$ cat src/rtl/sdram_pattern_tester.sv
// sdram_pattern_tester: write/read-back pattern soak tester driving an SDRAM controller request port.
// Define MEMTEST_ERR_CAPTURE_EN to build first-mismatch address/expected/actual capture registers.
module sdram_pattern_tester #(
  parameter int ADDR_W  = 23,
  parameter int DATA_W  = 32,
  parameter int ERR_W   = 8,
  parameter int PASS_W  = 16,
  parameter int OUTST_W = 4
) (
  input  logic                clk,
  input  logic                rst,
  input  logic                start,
  input  logic                stop,
  input  logic                loop,
  input  logic [1:0]          mode,
  input  logic [ADDR_W-1:0]   range_last,
  output logic [ADDR_W-1:0]   addr,
  output logic                rw,
  output logic [DATA_W-1:0]   data_in,
  output logic                in_valid,
  input  logic                busy,
  input  logic [DATA_W-1:0]   data_out,
  input  logic                out_valid,
  output logic                running,
  output logic                done,
  output logic [1:0]          phase,
  output logic [PASS_W-1:0]   pass_count,
  output logic [ERR_W-1:0]    err_count,
  output logic [DATA_W/8-1:0] lane_err,
  output logic [ADDR_W-1:0]   first_err_addr,
  output logic [DATA_W-1:0]   first_err_exp,
  output logic [DATA_W-1:0]   first_err_act
);
  localparam int NL = DATA_W / 8;
  localparam logic [OUTST_W-1:0] OMAX = '1;
  localparam logic [ERR_W-1:0] EMAX = '1;
  localparam logic [ADDR_W-1:0] DW = ADDR_W'(DATA_W);

  typedef enum logic [2:0] {S_IDLE, S_WRITE, S_READ, S_DRAIN, S_DONE} state_t;

  function automatic logic [31:0] xs(input logic [31:0] x);
    logic [31:0] y;
    y = x ^ (x << 13);
    y = y ^ (y >> 17);
    return y ^ (y << 5);
  endfunction

  function automatic logic [31:0] nz(input logic [31:0] s);
    return (s == 32'd0) ? 32'd1 : s;
  endfunction

  function automatic logic [DATA_W-1:0] word(input logic [1:0] m, input logic [31:0] g,
                                             input logic [ADDR_W-1:0] a);
    logic [63:0] r;
    logic [DATA_W+ADDR_W-1:0] e;
    logic [DATA_W-1:0] one;
    r = {g, g};
    e = {{DATA_W{1'b0}}, a};
    one = DATA_W'(1);
    return (m == 2'd0) ? r[DATA_W-1:0] : (m == 2'd1) ? e[DATA_W-1:0] :
           (m == 2'd2) ? ~e[DATA_W-1:0] : one << (a % DW);
  endfunction

  state_t              state_q, state_d;
  logic [1:0]          mode_q, mode_d;
  logic [ADDR_W-1:0]   range_q, range_d, iaddr_q, iaddr_d, caddr_q, caddr_d;
  logic [31:0]         igen_q, igen_d, cgen_q, cgen_d, seed_q, seed_d, seed_n;
  logic [OUTST_W-1:0]  outst_q, outst_d;
  logic                stop_q, stop_d;
  logic [PASS_W-1:0]   pass_q, pass_d;
  logic [ERR_W-1:0]    err_q, err_d;
  logic [NL-1:0]       lane_q, lane_d, lane_diff;
  logic [DATA_W-1:0]   exp_w, diff;
  logic                wr_st, rd_st, wr_acc, rd_acc, chk, go, pass_end;

  assign wr_st    = state_q == S_WRITE;
  assign rd_st    = state_q == S_READ;
  assign in_valid = !busy && (wr_st || (rd_st && outst_q != OMAX));
  assign wr_acc   = in_valid && wr_st;
  assign rd_acc   = in_valid && rd_st;
  assign addr     = in_valid ? iaddr_q : '0;
  assign rw       = wr_acc;
  assign data_in  = wr_acc ? word(mode_q, igen_q, iaddr_q) : '0;
  assign chk      = out_valid && (rd_st || state_q == S_DRAIN);
  assign exp_w    = word(mode_q, cgen_q, caddr_q);
  assign diff     = exp_w ^ data_out;
  assign go       = start && (state_q == S_IDLE || state_q == S_DONE);
  assign pass_end = state_q == S_DRAIN && outst_q == '0;

  for (genvar i = 0; i < NL; i++) begin : g_lane
    assign lane_diff[i] = |diff[8*i +: 8];
  end

  always_comb begin
    state_d = state_q;
    mode_d  = mode_q;
    range_d = range_q;
    iaddr_d = iaddr_q;
    caddr_d = caddr_q;
    igen_d  = igen_q;
    cgen_d  = cgen_q;
    seed_d  = seed_q;
    seed_n  = (mode_q == 2'd0) ? seed_q + 32'd1 : seed_q;
    pass_d  = pass_q;
    err_d   = err_q;
    lane_d  = lane_q;
    stop_d  = go ? 1'b0 : (stop_q || stop);
    outst_d = outst_q + OUTST_W'(rd_acc) - OUTST_W'(chk);
    if (go) begin
      state_d = S_WRITE;
      mode_d  = mode;
      range_d = range_last;
      iaddr_d = '0;
      caddr_d = '0;
      igen_d  = nz(seed_q);
      cgen_d  = nz(seed_q);
      pass_d  = '0;
      err_d   = '0;
      lane_d  = '0;
    end
    if (wr_acc) begin
      iaddr_d = (iaddr_q == range_q) ? '0 : iaddr_q + 1'b1;
      igen_d  = (iaddr_q == range_q) ? nz(seed_q) : xs(igen_q);
      state_d = (iaddr_q == range_q) ? S_READ : S_WRITE;
    end
    if (rd_acc) begin
      iaddr_d = iaddr_q + 1'b1;
      state_d = (iaddr_q == range_q) ? S_DRAIN : S_READ;
    end
    if (chk) begin
      caddr_d = caddr_q + 1'b1;
      cgen_d  = xs(cgen_q);
      err_d   = (|diff && err_q != EMAX) ? err_q + 1'b1 : err_q;
      lane_d  = lane_q | lane_diff;
    end
    // Pass end: the next pass reuses the already-advanced seed for both generators.
    if (pass_end) begin
      pass_d  = pass_q + 1'b1;
      seed_d  = seed_n;
      state_d = (stop_q || stop || !loop) ? S_DONE : S_WRITE;
      iaddr_d = '0;
      caddr_d = '0;
      igen_d  = nz(seed_n);
      cgen_d  = nz(seed_n);
    end
  end

  always_ff @(posedge clk) begin
    if (rst) begin
      state_q <= S_IDLE;
      mode_q  <= '0;
      range_q <= '0;
      iaddr_q <= '0;
      caddr_q <= '0;
      igen_q  <= '0;
      cgen_q  <= '0;
      seed_q  <= 32'h1;
      outst_q <= '0;
      stop_q  <= 1'b0;
      pass_q  <= '0;
      err_q   <= '0;
      lane_q  <= '0;
    end else begin
      state_q <= state_d;
      mode_q  <= mode_d;
      range_q <= range_d;
      iaddr_q <= iaddr_d;
      caddr_q <= caddr_d;
      igen_q  <= igen_d;
      cgen_q  <= cgen_d;
      seed_q  <= seed_d;
      outst_q <= outst_d;
      stop_q  <= stop_d;
      pass_q  <= pass_d;
      err_q   <= err_d;
      lane_q  <= lane_d;
    end
  end

`ifdef MEMTEST_ERR_CAPTURE_EN
  logic              cap_q;
  logic [ADDR_W-1:0] cap_addr_q;
  logic [DATA_W-1:0] cap_exp_q, cap_act_q;

  always_ff @(posedge clk) begin
    if (rst || go) begin
      cap_q      <= 1'b0;
      cap_addr_q <= '0;
      cap_exp_q  <= '0;
      cap_act_q  <= '0;
    end else if (chk && |diff && !cap_q) begin
      cap_q      <= 1'b1;
      cap_addr_q <= caddr_q;
      cap_exp_q  <= exp_w;
      cap_act_q  <= data_out;
    end
  end

  assign first_err_addr = cap_addr_q;
  assign first_err_exp  = cap_exp_q;
  assign first_err_act  = cap_act_q;
`else
  assign first_err_addr = '0;
  assign first_err_exp  = '0;
  assign first_err_act  = '0;
`endif

  assign running    = wr_st || rd_st || state_q == S_DRAIN;
  assign done       = state_q == S_DONE;
  assign phase      = (state_q == S_IDLE) ? 2'd0 : wr_st ? 2'd1 : done ? 2'd3 : 2'd2;
  assign pass_count = pass_q;
  assign err_count  = err_q;
  assign lane_err   = lane_q;
endmodule

$ cat config.mk
export PLATFORM = sky130hd
export DESIGN_NAME = sdram_pattern_tester
export DESIGN_NICKNAME = d
export VERILOG_FILES = /design/src/rtl/sdram_pattern_tester.sv
export SDC_FILE = /design/constraint.sdc
export NUM_CORES = 1
export LEC_CHECK = 0
export CORE_MARGIN = 2
export CORE_UTILIZATION = 50
export DETAILED_ROUTE_END_ITERATION = 10
export GPL_ROUTABILITY_DRIVEN = 0
export PLACE_DENSITY_LB_ADDON = 0.1
export SLEW_MARGIN = 40
export SYNTH_ARGS = -nofsm -noshare
export SYNTH_HDL_FRONTEND = slang
export SYNTH_SLANG_ARGS = --single-unit
$ cat constraint.sdc
create_clock -name clk -period 3 [get_ports clk]
set_input_delay 0.6 -clock clk [delete_from_list [all_inputs] [get_ports clk]]
set_output_delay 0.6 -clock clk [all_outputs]
set_load 0.005 [all_outputs]
# After elaboration in Yosys (flattened, before gate mapping)
# Index checks and enable logic that the tools add are counted.
[op_classes]
n_eq_ne = 10
magnitude_cmp = 0
n_reduce_logical = 36
n_mux = 39
mul = 0
shift = 2
bitwise_logic = 10
addsub = 7
n_div = 0
[op_table]
columns = ["op", "n"]
rows = [
  ["$mux 32", 16],
  ["$xor 32x32->32", 5],
  ["$mux 23", 6],
  ["$logic_not 32->1", 2],
  ["$not 23->32", 2],
  ["$shl 1x5->32 const A", 2],
  ["$xor 32x15->32", 2],
  ["$add 23x1->23 const B", 2],
  ["$add 32x1->32 const B", 1],
  ["$mux 16", 2],
  ["$reduce_or 32->1", 1],
  ["$reduce_or 8->1", 4],
  ["$mux 8", 3],
  ["$eq 23x23->1", 1],
  ["$add 16x1->16 const B", 1],
  ["$mux 3", 5],
  ["$reduce_bool 3->1", 3],
  ["$add 8x1->8 const B", 1],
  ["$logic_and 1x1->1", 8],
  ["$mux 4", 2],
  ["$ne 8x8->1 const B", 1],
  ["$logic_or 1x1->1", 7],
  ["$eq 3x2->1 const B", 2],
  ["$mux 2", 3],
  ["other kinds (18)", 22],
]
[word_totals]
mem_count = 0
rom_bits = 0
in_bits = 64
ramBits = 0
reg_bits = 203
latchBits = 0

# Logic depth before layout (Yosys ltp)
[depth]
depth_word = 9
ltp_mapped = 14
depth_no_buf = 11

# Least setup slack after synthesis
# No wires, ideal clock.
[synth_timing]
path_kind = "register -> register"
from = "reg mode_q[0]"
to = "reg igen_q[0]"
required_time_ns = 2.909
synth_period_minus_slack_ns = 3.000
path_stages_with_launch = 12
setup_time_ns = 0.091
arrival_ns = 2.909
setup_slack_ns = 0.000
cell_sequence = "dfxtp_1 buf_4 or2_1 buf_4 nor4_1 nand3_1 xnor2_1 or4_1 a2111o_1 nor4_2 a41oi_1 a311oi_1"
[synth_between]
elab_chain_cells = 5
[synth_rtl]
columns = ["item", "line", "source"]
rows = [
  ["from (decl)", "65", "logic [1:0] mode_q, mode_d;"],
  ["from (signal assigned)", "165", "mode_q <= mode_d;"],
  ["$logic_not 2->1 *", "103", "seed_n = (mode_q == 2'd0) ? seed_q + 32'd1 : seed_q;"],
  ["$mux 32 *", "103", ""],
  ["$logic_not 32->1", "49", "return (s == 32'd0) ? 32'd1 : s;"],
  ["$mux 32 *", "49", ""],
  ["$mux 32 *", "137", "if (pass_end) begin"],
  ["to (signal assigned)", "169", "igen_q <= igen_d;"],
  ["to (decl)", "67", "logic [31:0] igen_q, igen_d, cgen_q, cgen_d, seed_q, seed_d, seed_n;"],
]
# Every way passes the cells marked *; elsewhere a longest branch is shown, timed or not.
# A chain may end at the register's enable or synchronous reset.

# Worst setup path in the final report
[layout_timing]
from = "reg mode_q[0]"
to = "reg err_q[4] (netlist: err_count[4])"
[layout_between]
elab_chain_cells = 9
elab_cells_between_ends = 11
cone_classes = "3 x eq/ne; 3 x mux; 1 x bitwise; 4 x reduce/logical"
[layout_rtl]
columns = ["item", "line", "source"]
rows = [
  ["$eq 2x2->1", "61", "(m == 2'd2) ? ~e[DATA_W-1:0] : one << (a % DW);"],
  ["$mux 32", "61", ""],
  ["$mux 32", "60", "return (m == 2'd0) ? r[DATA_W-1:0] : (m == 2'd1) ? e[DATA_W-1:0] :"],
  ["$mux 32 *", "60", ""],
  ["$xor 32x32->32 *", "86", "assign diff = exp_w ^ data_out;"],
  ["$reduce_or 32->1 *", "133", "err_d = (|diff && err_q != EMAX) ? err_q + 1'b1 : err_q;"],
  ["$logic_and 1x1->1 *", "133", ""],
  ["$ne 2x1->1 (no source line) *", "n/a", ""],
  ["$reduce_and 2->1 (no source line) *", "n/a", ""],
  ["to (signal assigned)", "175", "err_q <= err_d;"],
  ["to (decl)", "71", "logic [ERR_W-1:0] err_q, err_d;"],
]
# Marked as above.

==> results.toml <==
[critical_path]
worst-setup-path-type = "register to register"
crit_start = "mode_q[0]"
critPathCaptureType = "register"
r2r_end = "err_count[4]"
cpMaxStageDelayCell = "a2111oi_1"
startpoint_type = "register"
reg2reg_from = "mode_q[0]"
cp.required_ns = 3.42
arrival_ns = 3.42
crit_top_cell = "buf_4"
r2r_slack_ns = -0.005
slowest_delay_ns = 0.36
crit_end = "err_count[4]"
worstPathMaxFanout = 38
path_cells = "buf_4 -> buf_12 -> buf_4 -> a31oi_2 -> mux2i_1 -> o2111a_1 -> a2111oi_1 -> and4bb_2 -> and4_4 -> nor3_4 -> a221o_1"
reg2reg_depth = 11

[synth]
seq_area_frac_synth = 0.264
synth_area_mm2 = 0.0154
synth_top_cells_by_count = "313 x nor2_1, 209 x nand2_1, 203 x dfxtp_1, 170 x a21oi_1, 161 x xnor2_1"
synth.most_common_cell = "nor2_1"
netlist_top_cells_area = "dfxtp_1 26%, xnor2_1 9.1%, nor2_1 7.6%"
synth-edff-count = 0
synth_top_area_cell = "dfxtp_1"
synth_cells = 2138
synth_top_area_frac = 0.264
synth_ff_type = "dfxtp_1"
ys_ff_latch = 203
synth_async_sr_flop_share = 0
synth_cell_types = 79
avgSynthCellArea_um2 = 7.21
yosys_warnings = 0

[die]
initial_core_util = 0.505
fp.dieH_um = 180
pin_count = 240
fp-row-count = 64
die_w_um = 180
core_mm2 = 0.0305
die_area_mm2 = 0.0322

[route]
wire_per_inst_um = 20.7
route.met3.wl_um = 6140
top_layer_used = "met4"
vias_per_cell = 6.00
vias = 16600
wirelength_um = 57300
drt_iter0_markers = 2082
drtPass1Iterations = 6
wl_met1_um = 23100
drc = 0
detail-route-antenna-nets = 0
wl_met2_um = 25200

[grt]
antenna_found_initial = 1
grt_pass1_vias = 15200
grt_pass1_wl_um = 87000
grt.overflow.total = 0
grt_usage = 0.337
grt_max_degree = 149

[power]
p_leak_nw = 7.89
irDropWorstVdd_mv = 0.449
powerDensity_mw_per_mm2 = 434

[clocking]
clk_latency_ns = 0.53
clock_path_buffers = 3
postCtsHoldBufs = 0
cts_tree = "built"
clkSinkCount = 203
numCtsBuffers = 25
root_buffer = "clkbuf_16"
clk_pin_slew_ns = 0.06
htreeDepth = 1

[timing]
hold_violations = 0
finalWorstSetupSlack_ns = -0.00525
skew_ns = 0.0119
min_period_ns = 3.01
grt_setup_unrepaired = "yes"
fmax_mhz = 333
slew_viol_final = 0
fin_crit_sh = 1.00
tightest_slew_ns = 0.831
setup_viol = 2
max_slew_margin = 0.446

[cells_and_area]
final_nets = 2443
fin_area_mm2 = 0.0197
layout-drive-gt1-share = 0.158
instances_no_fill = 2771
syn_to_final_growth_pct = 27.5

[flow_run]
maxCapViolations = 0

[outcome]
violations = "setup timing"
outcome = "complete, but fails checks"

[hold_path]
hp-class = "register to register"

[placement]
portBuffers = 152
postPlaceCellArea_mm2 = 0.0180
place_inst = 2714
hpwl_um = 41600
==> worst max-delay path, delay by kind of cell (launching register included) <==
family	cells	cell delay (ns)
compound gates	4	1.13
simple gates	3	0.77
buf+inv	3	0.54
flops	1	0.34
mux	1	0.11
==> cell families (layout without fill, tap and decap cells) <==
logic type,after synthesis,count (layout),share of synthesized area
simple gates,857,857,0.261
compound gates,470,472,0.191
buf+inv,304,452,0.101
xor+xnor,237,237,0.135
flops,203,203,0.264
mux,43,43,0.0289
fa+ha+maj,23,23,0.0192
other cells,1,88,0.000243
==> cells in the final DEF (no fill, tap or decap), drive strengths merged, types with 40 or more instances in the layout <==
master / Yosys / final
nor2: 313 / 313
nand2: 209 / 209
buf: 144 / 209
dfxtp: 203 / 203
a21oi: 170 / 170
xnor2: 161 / 161
clkdlybuf4s50: 0 / 107
o21ai: 90 / 90
conb: 1 / 87
xor2: 76 / 76
nand3: 65 / 65
nor3: 49 / 49
nand4: 46 / 46
inv: 41 / 43
a211oi: 40 / 40
==> registers in the layout, summed over array words and instances (netlist names) <==
signal and count:
igen_q 32, pass_count 16, lane_err 4, outst_q 4
cgen_q 32, stop_q 1, range_q 23, err_count 8
caddr_q 23, mode_q 2, state_q 3, iaddr_q 23
seed_q 32
==> cell type report <==
class	count	area (um^2)
tap	396	495
clock inverter	14	210
inverter	44	188
antenna	1	2.50
sequential	203	4080
multi-input combinational	1719	10500
clock buffer	31	698
fill	2714	10900
timing repair buffer	363	3440
==> timing repair <==
item,in CTS,in global routing
endpoints found under the setup margin,65,50
gates cloned,3,2
pin swaps,8,14
resized for setup,80,86
buffers inserted,3,3
==> layer usage <==
layer | vias to the layer above | global-route usage
li1 | 7737 | -
met3 | 183 | 0.0814
met4 | 0 | 0.147
met2 | 946 | 0.517
met5 | - | 0
met1 | 7752 | 0.449
==> stage by stage <==
stage	TNS, ns	setup WS [ns]	utilization	hold WS (ns)	total power, mW
final	-0.00917	-0.00525	0.644	0.476	8.54
after floorplan	0	0.000385	-	0.436	4.40
after detailed placement	-7.79	-0.416	0.591	0.461	5.03
after global routing	-0.158	-0.0517	0.644	0.486	8.85
after CTS	-0.135	-0.0678	0.632	0.476	8.45
after global placement	-13.66	-0.380	0.591	0.450	5.02
==> where the power goes <==
part           internal (mW)  leakage (nW)  switching (mW)
sequential              2.81          1.65           0.176
clock                   2.08         0.449            1.29
combinational          0.953          5.79            1.23
total                   5.84          7.89            2.69
==> worst min-delay path by stage <==
stage                            from  slack, ns          end  cells past startpoint
after global placement         stop_q       0.45       stop_q                      2
after detailed placement  lane_err[0]       0.46  lane_err[0]                      1
after CTS                 lane_err[0]       0.48  lane_err[0]                      1
after floorplan                stop_q       0.44       stop_q                      2
after global routing      lane_err[1]       0.49  lane_err[1]                      2
final                     lane_err[1]       0.48  lane_err[1]                      2
No activity file was read; power rests on OpenSTA's default activity.
